--- config.mk ---
export PLATFORM = sky130hd
export DESIGN_NAME = lfsr
export DESIGN_NICKNAME = d
export VERILOG_FILES = /design/src/rtl/lfsr_pkg.sv /design/src/rtl/lfsr_feedback.sv /design/src/rtl/lfsr.sv
export SDC_FILE = /design/constraint.sdc
export NUM_CORES = 1
export LEC_CHECK = 0
export ABC_AREA = 1
export CAP_MARGIN = 10
export CORE_AREA = 2 2 39 41
export DETAILED_ROUTE_END_ITERATION = 12
export DIE_AREA = 0 0 41 43
export MAX_ROUTING_LAYER = met4
export SYNTH_ARGS = -nofsm -noshare
export SYNTH_HDL_FRONTEND = slang
export SYNTH_SLANG_ARGS = --single-unit
--- constraint.sdc ---
create_clock -name clk -period 0.8 [get_ports clk]
set_input_delay 0.12 -clock clk [delete_from_list [all_inputs] [get_ports clk]]
set_output_delay 0.12 -clock clk [all_outputs]
set_load 0.005 [all_outputs]
--- src/rtl/lfsr_pkg.sv ---
// lfsr_pkg -- shared constants, tap table and feedback function for lfsr.
//   MIN_WIDTH / MAX_WIDTH : legal register width range
//   tap_mask(width)       : 16-bit mask, bit (n-1) set for 1-indexed tap n
//   xnor_feedback(s, m)   : XNOR reduction of the masked state bits
package lfsr_pkg;

  localparam int MIN_WIDTH = 3;
  localparam int MAX_WIDTH = 16;

  function automatic logic [MAX_WIDTH-1:0] tap_mask(input int width);
    logic [MAX_WIDTH-1:0] m;
    case (width)
      3:       m = 16'h0006;  // {3,2}
      4:       m = 16'h000C;  // {4,3}
      5:       m = 16'h0014;  // {5,3}
      6:       m = 16'h0030;  // {6,5}
      7:       m = 16'h0060;  // {7,6}
      8:       m = 16'h00B8;  // {8,6,5,4}
      9:       m = 16'h0110;  // {9,5}
      10:      m = 16'h0240;  // {10,7}
      11:      m = 16'h0500;  // {11,9}
      12:      m = 16'h0829;  // {12,6,4,1}
      13:      m = 16'h100D;  // {13,4,3,1}
      14:      m = 16'h2015;  // {14,5,3,1}
      15:      m = 16'h6000;  // {15,14}
      16:      m = 16'hD008;  // {16,15,13,4}
      default: m = '0;
    endcase
    return m;
  endfunction

  // Every tap set has an even number of taps, so all-ones maps to
  // feedback 1 and is therefore a fixed point of the XNOR shift.
  function automatic logic xnor_feedback(input logic [MAX_WIDTH-1:0] state,
                                         input logic [MAX_WIDTH-1:0] mask);
    return ~^(state & mask);
  endfunction

endpackage

--- src/rtl/lfsr_feedback.sv ---
// lfsr_feedback -- combinational XNOR feedback for a WIDTH-bit Fibonacci LFSR.
//   WIDTH   : register width (3..16)
//   state_i : current LFSR state
//   fb_o    : feedback bit shifted into the LSB on the next edge
module lfsr_feedback
  import lfsr_pkg::*;
#(
  parameter int WIDTH = 3
) (
  input  logic [WIDTH-1:0] state_i,
  output logic             fb_o
);

  localparam logic [MAX_WIDTH-1:0] MASK = tap_mask(WIDTH);

  logic [MAX_WIDTH-1:0] state_ext;

  // Zero-extend so the package function can work on a fixed width; the
  // mask never selects bits above WIDTH-1.
  always_comb begin
    state_ext = '0;
    state_ext[WIDTH-1:0] = state_i;
  end

  assign fb_o = xnor_feedback(state_ext, MASK);

endmodule

--- src/rtl/lfsr.sv ---
// lfsr -- free-running maximal-length Fibonacci XNOR LFSR (shifts toward MSB).
//   WIDTH : register width, 3..16
//   SEED  : reset / lockup-recovery state (must not be all-ones)
//   clk   : clock, rising edge
//   reset : asynchronous active-high reset, loads SEED
//   Q     : current state, straight from the state register
//   wrap  : registered pulse, high for the cycle Q has just shifted into SEED
// Optional macro LFSR_LOCKUP_RECOVER_EN: an all-ones state reloads SEED on
// the next edge (without wrap) instead of locking up.
module lfsr
  import lfsr_pkg::*;
#(
  parameter int               WIDTH = 3,
  parameter logic [WIDTH-1:0] SEED  = '0
) (
  input  logic             clk,
  input  logic             reset,
  output logic [WIDTH-1:0] Q,
  output logic             wrap
);

  localparam logic [WIDTH-1:0] ALL_ONES = {WIDTH{1'b1}};

  if (WIDTH < MIN_WIDTH || WIDTH > MAX_WIDTH) begin : g_bad_width
    $error("lfsr: WIDTH %0d outside legal range 3..16", WIDTH);
  end
  if (SEED == ALL_ONES) begin : g_bad_seed
    $error("lfsr: SEED must not be the all-ones lockup state");
  end

  logic [WIDTH-1:0] q_q, q_d;
  logic             wrap_q, wrap_d;
  logic             fb;

  lfsr_feedback #(
    .WIDTH(WIDTH)
  ) u_feedback (
    .state_i(q_q),
    .fb_o   (fb)
  );

  always_comb begin
    q_d    = {q_q[WIDTH-2:0], fb};
    wrap_d = (q_d == SEED);
`ifdef LFSR_LOCKUP_RECOVER_EN
    // Recovery reloads SEED but is not a sequence restart.
    if (q_q == ALL_ONES) begin
      q_d    = SEED;
      wrap_d = 1'b0;
    end
`endif
  end

  always_ff @(posedge clk or posedge reset) begin
    if (reset) begin
      q_q    <= SEED;
      wrap_q <= 1'b0;
    end else begin
      q_q    <= q_d;
      wrap_q <= wrap_d;
    end
  end

  assign Q    = q_q;
  assign wrap = wrap_q;

endmodule

==> reports/qor.csv <==
stage,metric,value,unit
timing,slew_headroom,90.1,%
worst_setup_path,r2r-start,Q[1],
synth,synthesis.nets,14,
routing,drt-wirelength-per-cell,8.32,um
power,pwr-share-comb,1.9,%
timing,fmax,1170,MHz
worst_setup_path,cp.depth,1,
power,p_clk_share,54.9,%
synth,synth-warning-count,0,
die,die_h,43,um
final_layout,syn_to_final_growth,87.7,%
routing,first_iter_violations,1,
worst_setup_path,cp_cell_sequence,buf_2,
power,p_sw_share,20.1,%
final_layout,layout.nets,29,
worst_hold_path,hp-class,in2async,
worst_setup_path,rr_endpoint,wrap,
synth,synth-compound-area-share,0,%
power,power_density,1890,mW/mm2
synth,synthCells,12,
timing,holdWs,0.0689,ns
routing,drtPass1Iterations,2,
die,row_count,14,
placement,place_congestion,0.543,
synth,synth_adder_area_share,0,%
placement,port_buffers,5,
final_layout,layout_common_cells,"4 x dfrtp_1, 4 x buf_2, 4 x buf_4, 3 x nand2_1, 3 x clkbuf_4",
timing,slew_viol_final,0,
die,ios,6,
worst_setup_path,crit_path_start,Q[2],
grt,grt_max_degree,5,
grt,grt_remaining_overflow,0,
synth,syn_area,133,um2
outcome,status,"complete, but fails checks",
cts,clk_pin_slew,0.04,ns
synth,synth-xor-area-share,0,%
placement,hpwl,210,um
timing,hold_viol,0,
synth,ys_seq_area_share,75.5,%
worst_setup_path,worstSetupStartpointType,register,
grt,grt_pass1_wl,503,um
worst_setup_path,crit_family,flip-flops,
cts,cts-root-buf,clkbuf_4,
timing,setup-violations-final,5,
routing,wl,341,um
cts,insertion_delay,0.24,ns
power,vdd_drop_max,334,uV
run,cap_viol_max_count,0,
timing,finalCriticalPeriod,0.857,ns
worst_setup_path,worstPathMaxFanout,2,
final_layout,fillers,165,
die,core_area,0.00138,mm2
cts,cts_tree,built,
power,seqPwrFrac,43.2,%
final_layout,n_antenna_cell,0,
cts,holdBufCountCts,0,
power,p_switching,94.4,uW
worst_setup_path,max_stage_delay,0.37,ns
outcome,violations,setup timing,
routing,vias_per_cell,2.90,
timing,setup_ws,-0.0575,ns
timing,min_period_over_period,107,%
worst_setup_path,crit_buf_inv,1,
routing,vias,119,
synth,ys_types,4,
timing,rsz0062_at_grt,yes,
grt,first_global_vias,133,
die,die-area,0.00176,mm2
placement,dp_cells,36,
die,die_w,41,um
cts,h-tree-depth,1,
power,p_int,376,uW
synth,synth_top_family_by_area,simple AND/OR/NAND/NOR gates,
worst_setup_path,crit_type,reg2out,
worst_setup_path,critPathCapture,Q[2],
timing,tightest_slew,0.149,ns
routing,drc,0,
worst_setup_path,r2r_cells,5,
cts,clk_path_buf_depth,2,
grt,antenna_found_initial,0,
die,initial_core_util,9.58,%
worst_setup_path,end_kind,primary output,
synth,synthSimpleGateAreaFrac,16.0,%
worst_setup_path,crit_required,0.68,ns
worst_setup_path,cp_slowest_cell,dfrtp_1,
grt,grt_usage,6.08,%
routing,ant_nets,0,
synth,synthMuxAreaShare,0,%
final_layout,drive_gt1_share,60.0,%
synth,synth_area_per_cell,11.1,um2
worst_setup_path,r2r_slack,-0.04,ns
power,leakage,0.136,nW
final_layout,finalNonFillerCells,41,
cts,numCtsBuffers,3,
power,total_power,471,uW
cts,cts_sinks,4,
worst_setup_path,critical_path_arrival,0.74,ns
timing,fin_worst_skew,0.00755,ns
synth,ys_seq_elements,4,
final_layout,final_core_util,18.0,%
## flip-flops by register name, indices dropped and copies added (netlist names)
signal  cells
Q           3
wrap        1
## power groups by stage
stage | sequential (mW) | clock [mW] | combinational (mW)
3_3_place_gp | 0.206 | 0 | 0.00879
2_1_floorplan | 0.206 | 0 | 0.00337
5_1_grt | 0.203 | 0.284 | 0.0101
6_report | 0.203 | 0.259 | 0.00880
3_5_place_dp | 0.206 | 0 | 0.00892
4_1_cts | 0.203 | 0.260 | 0.00907
## cells by family (layout without fill, tap and decap cells)
| logic type | count (synthesis) | after routing |
|---|---|---|
| buffers and inverters | 3 | 16 |
| flip-flops | 4 | 4 |
| AND/OR/NAND/NOR | 5 | 5 |
## repair_timing
| action | in CTS | in global routing |
|---|---|---|
| buffers inserted | 1 | 1 |
| endpoints found under the setup margin | 4 | 6 |
| endpoints found under the hold margin | 0 | 0 |
| pin swaps | 0 | 0 |
| resized for setup | 19 | 0 |
## Yosys cell counts
cell type,count,area [um2]
nand2_1,4,15.0
inv_1,3,11.3
nor2_2,1,6.26
dfrtp_1,4,100
## through the flow
step | cell area, um2 | worst slack, ns | TNS, ns
detailed placement | 225 | -0.154 | -0.568
global route | 249 | -0.0864 | -0.427
floorplan | 133 | 0.158 | 0
global placement | 225 | -0.157 | -0.525
finish | 249 | -0.0575 | -0.214
CTS | 241 | -0.0644 | -0.260
## metal layers
metal / vias to the layer above / wire [um] / GRT usage, %
met5: - / 0 / -
met4: 0 / 0 / 12.0
met3: 0 / 30 / 4.71
met2: 4 / 203 / 6.88
met1: 56 / 107 / 3.23
li1: 59 / - / -
## worst min path at each step
stage / start / endpoint / slack [ns] / depth (start not counted)
after floorplan: reset / Q[0] / -0.11 / 1
after global placement: reset / wrap / 0.31 / 2
after detailed placement: reset / Q[0] / 0.32 / 2
after CTS: reset / Q[0] / 0.08 / 2
after global routing: reset / Q[0] / 0.08 / 2
final: reset / Q[0] / 0.07 / 2
## layout make-up
class / instances / area (um2) / area share, %
Inverter: 3 / 11.3 / 4.52
Multi-Input combinational cell: 5 / 23.8 / 9.55
Sequential cell: 4 / 100 / 40.2
Tap cell: 16 / 20.0 / 8.04
Clock buffer: 3 / 22.5 / 9.05
Timing Repair Buffer: 10 / 71.3 / 28.6
No activity file was read; power rests on OpenSTA's default activity.
